$ cat src/rtl/scan_mux.sv
// scan_mux: registered N-channel selector with manual select and auto-scan with dwell
module scan_mux #(
    parameter int N_CH  = 8,
    parameter int W     = 1,
    parameter int SEL_W = $clog2(N_CH),
    parameter int DWELL = 1
) (
    input  logic              clk,
    input  logic              rst_n,
    input  logic              G_n,
    input  logic              mode,
    input  logic [SEL_W-1:0]  sel,
    input  logic [N_CH*W-1:0] D,
    output logic [W-1:0]      F,
    output logic [W-1:0]      F_n,
    output logic [SEL_W-1:0]  ch,
    output logic              valid,
    output logic              wrap
);
    localparam int DW_W = DWELL > 1 ? $clog2(DWELL) : 1;

    logic [SEL_W-1:0] cnt;
    logic [DW_W-1:0]  dw;
    logic [W-1:0]     d_sel;
    logic [W-1:0]     d_cnt;
    logic             hit;
    logic             last_dw;
    logic             last_ch;

    assign F_n     = ~F;
    assign last_dw = dw == DW_W'(DWELL - 1);
    assign last_ch = cnt == SEL_W'(N_CH - 1);

    // pick manual and scan channel data; hit flags an in-range manual select
    always_comb begin
        d_sel = '0;
        d_cnt = '0;
        hit   = 1'b0;
        for (int k = 0; k < N_CH; k++) begin
            if (sel == SEL_W'(k)) begin
                d_sel = D[k*W +: W];
                hit   = 1'b1;
            end
            if (cnt == SEL_W'(k)) d_cnt = D[k*W +: W];
        end
    end

    // output register plus scan channel/dwell counters
    always_ff @(posedge clk) begin
        if (!rst_n) begin
            F     <= '0;
            ch    <= '0;
            valid <= 1'b0;
            wrap  <= 1'b0;
            cnt   <= '0;
            dw    <= '0;
        end else begin
            if (!mode) begin
                cnt <= '0;
                dw  <= '0;
            end
            if (G_n) begin
                F     <= '0;
                valid <= 1'b0;
                wrap  <= 1'b0;
            end else if (!mode) begin
                F     <= hit ? d_sel : '0;
                valid <= hit;
                wrap  <= 1'b0;
                if (hit) ch <= sel;
            end else begin
                F     <= d_cnt;
                ch    <= cnt;
                valid <= 1'b1;
                wrap  <= last_dw && last_ch;
                dw    <= last_dw ? '0 : dw + DW_W'(1);
                if (last_dw) cnt <= last_ch ? '0 : cnt + SEL_W'(1);
            end
        end
    end
endmodule

$ cat config.mk
export PLATFORM = sky130hd
export DESIGN_NAME = scan_mux
export DESIGN_NICKNAME = d
export VERILOG_FILES = /design/src/rtl/scan_mux.sv
export SDC_FILE = /design/constraint.sdc
export NUM_CORES = 1
export LEC_CHECK = 0
export ABC_AREA = 1
export ABC_CLOCK_PERIOD_IN_PS = 1690
export CAP_MARGIN = 20
export CORE_UTILIZATION = 44
export DETAILED_ROUTE_END_ITERATION = 7
export GPL_TIMING_DRIVEN = 0
export PLACE_DENSITY_LB_ADDON = 0.12
export SLEW_MARGIN = 20
export SYNTH_ARGS = -nofsm -noshare
export SYNTH_HDL_FRONTEND = slang
export SYNTH_SLANG_ARGS = --single-unit
export TNS_END_PERCENT = 20
$ cat constraint.sdc
create_clock -name clk -period 1.69 [get_ports clk]
set_input_delay 0.338 -clock clk [delete_from_list [all_inputs] [get_ports clk]]
set_output_delay 0.338 -clock clk [all_outputs]
set_load 0.01 [all_outputs]
==> results of run 1 <==
-- synth_stat cells --
| cell type | number | area (µm²) |
|---|---|---|
| nand2_1 | 21 | 78.8 |
| inv_1 | 15 | 56.3 |
| dfxtp_1 | 10 | 200 |
| a21oi_1 | 6 | 30.0 |
| ha_1 | 6 | 75.1 |
| nand3_1 | 6 | 30.0 |
| o21ai_1 | 5 | 25.0 |
| inv_2 | 4 | 15.0 |
| nor2_1 | 4 | 15.0 |
| a211oi_1 | 3 | 22.5 |
| a31oi_1 | 3 | 18.8 |
| o21ai_0 | 3 | 15.0 |
| a21boi_0 | 1 | 7.51 |
| a21oi_2 | 1 | 8.76 |
| buf_4 | 1 | 7.51 |
| buf_6 | 1 | 11.3 |
| nor2_2 | 1 | 6.26 |
| nor3_1 | 1 | 5.00 |
| nor4_2 | 1 | 12.5 |
| o21a_1 | 1 | 7.51 |
| o21bai_1 | 1 | 7.51 |
| or2_4 | 1 | 8.76 |
-- area by class of cell --
cell class	instances	area, µm²
plain buffers	2	18.8
clock buffers	3	22.5
fillers	109	454
inverters	19	71.3
multi-input cells	65	374
flip-flops and latches	10	200
well taps	15	18.8
repair buffers	19	190
-- sequential cells by signal, indices dropped and copies added, names as in the netlist --
register,count
dw,1
valid,1
wrap,1
cnt,3
F,1
ch,3
-- per-layer routing --
layer / global-route usage, % / vias to the layer above
li1: - / 358
met1: 26.6 / 289
met2: 36.3 / 15
met3: 9.78 / 0
met4: 2.50 / 0
met5: 0 / -
-- layout by cell type (no fill, tap or decap) --
cell type | Yosys | routed
nor2_1 | 4 | 4
nand3_1 | 6 | 6
nor2_2 | 1 | 1
a31oi_1 | 3 | 3
a21oi_2 | 1 | 1
a21oi_1 | 6 | 6
nor3_1 | 1 | 1
a211oi_1 | 3 | 3
clkdlybuf4s50_1 | 0 | 19
o21ai_0 | 3 | 3
buf_6 | 1 | 1
o21bai_1 | 1 | 1
o21ai_1 | 5 | 5
buf_4 | 1 | 1
dfxtp_1 | 10 | 10
a21boi_0 | 1 | 1
nor4_2 | 1 | 1
inv_1 | 15 | 15
or2_4 | 1 | 1
ha_1 | 6 | 6
inv_2 | 4 | 4
o21a_1 | 1 | 1
nand2_1 | 21 | 21
clkbuf_4 | 0 | 3
-- cells by family after synthesis --
kind of cell / share of synthesized area, %
simple gates: 23.5
compound gates: 21.5
buf+inv: 13.6
flops: 30.1
fa+ha+maj: 11.3
-- through the flow --
stage / setup WS [ps] / area (µm²)
after detailed placement: 187 / 873
final: 196 / 896
after global placement: 207 / 873
after floorplan: 462 / 664
after CTS: 182 / 896
after global routing: 123 / 896
-- power groups by stage --
stage	Clock, µW	Sequential, µW	Combinational (µW)
finish	157	254	141
global route	177	256	160
CTS	163	254	142
detailed placement	0	259	142
global placement	0	259	139
floorplan	0	262	72.9
-- tightest hold or removal path: cells and delay by family --
family        cells  cell delay, ps
buf+inv           1             150
simple gates      2             120
-- how the worst min path moves through the flow --
stage,startpoint,end,slack (ps),cells past startpoint
2_1_floorplan,G_n,valid$_SDFF_PP0_,430,1
3_3_place_gp,ch[1]$_SDFFE_PN0P_,ch[1]$_SDFFE_PN0P_,440,2
3_5_place_dp,dw$_SDFF_PN0_,wrap$_SDFF_PP0_,450,1
4_1_cts,mode,dw$_SDFF_PN0_,390,3
5_1_grt,mode,dw$_SDFF_PN0_,390,3
6_report,mode,dw$_SDFF_PN0_,390,3
==> reports/metrics.yaml, run 1 <==
drtPass1Iterations: 4
startpoint: "F$_SDFF_PP0_"
p_leak_uw: 0.000420
ys_seq_area_share_pct: 30.1
ios: 22
gp_congestion: 0.771
outcome: "finished clean"
peakVddDrop_uv: 512
dp.cells: 130
instances_no_fill: 133
post-cts-setup-buffer-count: 0
synth_cell_types: 22
num_vias: 662
r2r_end: "F$_SDFF_PP0_"
clock_path_buffers: 2
rows: 13
power_switching_share_pct: 27.4
finalPower_uw: 553
fmax_mhz: 669
crit_family: "buffers and inverters"
critical_path_class: "reg -> out"
syn-num-nets: 117
diodes: 0
crit_required_ps: 1350
min_path_type: "in -> reg"
dieHeight_um: 40.9
min_period_ps: 1490
drive_above_1_share_pct: 11.0
critPathBufInv: 2
cts_tree: "done"
path_cells: "inv_1 > clkdlybuf4s50_1"
wl_um: 1450
wl_met3_um: 74
dr.max_layer_used: "met3"
clk_latency_ps: 260
ant_nets: 0
max_slew_margin_pct: 82.8
p_int_uw: 401
combPwrFrac_pct: 25.6
cts_buffers: 3
reg2reg_from: "cnt[0]$_SDFF_PN0_"
clkPwrFrac_pct: 28.4
syn-cell-area_um2: 664
synth_area_per_cell_um2: 6.92
netlist_instances: 96
tightest_slew_ps: 258
overflow: 0
ff2ff_setup_slack_ps: 320
first_iter_violations: 7
drc: 0
grtUsageTotal_pct: 21.9
cp-endpoint: "F_n"
wl_met2_um: 683
antenna_found_initial: 0
grt_max_degree: 11
holdBufCountCts: 0
cts_root_buffer: "clkbuf_4"
die_w_um: 40.9
power_switching_uw: 151
die-area_um2: 1670
initial_core_util_pct: 49.2
finClkSkew_ps: 1.74
vias_per_cell: 4.98
critPathArrivalTime_ps: 1160
rsz0062_at_grt: "no"
setup_viol: 0
p_per_area_nw_per_um2: 617
maxCapViolations: 0
io_buffers: 19
cts-resized-gates: 0
ys_ff_latch: 10
grt_pass1_vias: 603
fin_nets: 141
worstSetupStartpointType: "flip-flop"
dpl.hpwl_um: 1230
tns_ps: 0
post-route-period-util_pct: 88.4
whs_ps: 394
hold_viol: 0
clkTransAtPathRegs_ps: 60
cpPeakStageDelay_ps: 530
core_um2: 1350
synthToLayoutAreaGrowth_pct: 34.8
path_max_fanout: 2
report.final.slew_viol_count: 0
slowest_stage: "clkdlybuf4s50_1"
worstSetupEndpointType: "output port"
clock-sinks: 10
crit_cells: 2
wl_met1_um: 693
seqPwrFrac_pct: 46.0
yosysWarnings: 0
post-route-util_pct: 66.4
reg2reg_depth: 7
cts_max_level: 1
grt_pass1_wl_um: 2330
post_drt_wl_per_cell_um: 10.9
Power figures use the tool's default switching activity.
==> inputs of run 2 (changes only) <==
--- a/config.mk
+++ b/config.mk
@@ -7,9 +7,10 @@
 export LEC_CHECK = 0
 export ABC_AREA = 1
 export ABC_CLOCK_PERIOD_IN_PS = 1690
-export CAP_MARGIN = 20
-export CORE_UTILIZATION = 44
+export CORE_AREA = 2 2 39 41
 export DETAILED_ROUTE_END_ITERATION = 7
+export DIE_AREA = 0 0 41 43
+export DONT_BUFFER_PORTS = 1
 export GPL_TIMING_DRIVEN = 0
 export PLACE_DENSITY_LB_ADDON = 0.12
 export SLEW_MARGIN = 20
==> run 2 against run 1 <==
Net effect:
- first-iteration DRC count fell by 71%
- combinational power fell by 39%
- non-clock buffer count fell by 19
- worst hold slack got worse by 230 ps
- critical path depth rose by 5
- sequential share of layout area rose by 6.0 points
- die area rose by 5.6%
- utilization fell by 15 points
- sequential power rose by 2%
- setup slack improved by 130 ps
- critical path type is now reg -> reg
- register-to-register slack barely moved
- wire length fell by 10%
==> reports/metrics.yaml, run 2 (synthesized netlist as in run 1, its figures left out) <==
critPathArrivalTime_ps: 1560
wl_met1_um: 551
clock-sinks: 10
n_fill_cell: 150
tightest_slew_ps: 194
wl_met2_um: 621
largestRegisters: "ch x3, cnt x3"
wl_met3_um: 127
maxCapViolations: 0
cts_root_buffer: "clkbuf_4"
dieHeight_um: 43
fmax_mhz: 735
worstSetupEndpointType: "flip-flop"
p_int_uw: 364
vias_per_cell: 5.09
dr.max_layer_used: "met3"
max_slew_margin_pct: 87.0
ant_nets: 0
peakVddDrop_uv: 522
dpl.hpwl_um: 1100
post-route-period-util_pct: 80.5
min_path_type: "in -> reg"
grt_pass1_wl_um: 2090
die-area_um2: 1760
combPwrFrac_pct: 17.3
initial_core_util_pct: 48.0
p_per_area_nw_per_um2: 710
clock_path_buffers: 2
io_buffers: 0
power_switching_share_pct: 27.5
holdBufCountCts: 0
outcome: "finished clean"
ios: 22
grt_max_degree: 11
whs_ps: 160
grtUsageTotal_pct: 17.7
final_cell_mix: "nand2_1, inv_1, dfxtp_1"
worstSetupStartpointType: "flip-flop"
cts_buffers: 3
cts-resized-gates: 0
synthToLayoutAreaGrowth_pct: 6.40
grt_pass1_vias: 558
final_common_cell: "nand2_1"
first_iter_violations: 2
post-cts-setup-buffer-count: 0
clkTransAtPathRegs_ps: 60
clkPwrFrac_pct: 31.3
power_switching_uw: 138
antenna_found_initial: 0
die_w_um: 41
report.final.slew_viol_count: 0
rsz0062_at_grt: "no"
drive_above_1_share_pct: 13.1
crit_required_ps: 1890
drtPass1Iterations: 4
post_drt_wl_per_cell_um: 11.3
fin_nets: 122
cts_max_level: 1
diodes: 0
min_period_ps: 1360
setup_viol: 0
clk_latency_ps: 260
cts_tree: "done"
path_max_fanout: 4
gp_congestion: 0.779
tns_ps: 0
finClkSkew_ps: 3.42
num_vias: 585
wl_um: 1300
p_leak_uw: 0.000348
seqPwrFrac_pct: 51.4
critical_path_class: "reg -> reg"
drc: 0
core_um2: 1380
hold_viol: 0
rows: 14
overflow: 0
run 2: cell count changes in the layout (fill, tap and decap cells not counted), sizes merged:
cell,change
clkdlybuf4s50,-19
run 2: final timing paths:
check / from / endpoint / slack, ps / depth (start not counted)
setup reg to reg: cnt[0]$_SDFF_PN0_ / F$_SDFF_PP0_ / 330 / 7
hold / removal: G_n / valid$_SDFF_PP0_ / 160 / 1
hold reg to reg: dw$_SDFF_PN0_ / wrap$_SDFF_PP0_ / 460 / 1
setup / recovery: cnt[0]$_SDFF_PN0_ / F$_SDFF_PP0_ / 330 / 7
run 2: final cells by class:
cell class	count	area, µm²	share of cell area, %
plain buffers	2	18.8	2.65
flip-flops and latches	10	200	28.3
inverters	19	71.3	10.1
clock buffers	3	22.5	3.19
multi-input cells	65	374	52.9
well taps	16	20.0	2.83
run 2: worst max-delay path, cell delays in order, from the launching register on:
cell     delay, ps
dfxtp_1        340
ha_1           220
ha_1           190
inv_1          140
nand2_1         70
a31oi_1        130
nand2_1         90
a21oi_2        110
run 2: stage by stage:
stage	std cells	setup slack (ps)	area (µm²)	power, µW	utilization (%)
finish	115	330	707	502	51.1
global placement	112	341	684	350	49.5
global route	115	196	707	534	51.1
floorplan	96	462	664	335	-
CTS	115	318	707	508	51.1
detailed placement	112	337	684	351	49.5
run 2: power by group through the flow:
| stage | Combinational (µW) | Sequential, µW | Clock [µW] |
|---|---|---|---|
| 2_1_floorplan | 72.9 | 262 | 0 |
| 3_3_place_gp | 86.5 | 263 | 0 |
| 3_5_place_dp | 87.7 | 264 | 0 |
| 4_1_cts | 87.9 | 258 | 162 |
| 5_1_grt | 101 | 260 | 173 |
| 6_report | 86.7 | 258 | 157 |
run 2: routing by layer:
metal  GRT usage [%]  up-vias
li1                -      317
met1            20.7      248
met2            28.1       20
met3            9.95        0
met4            2.00        0
met5               0        -
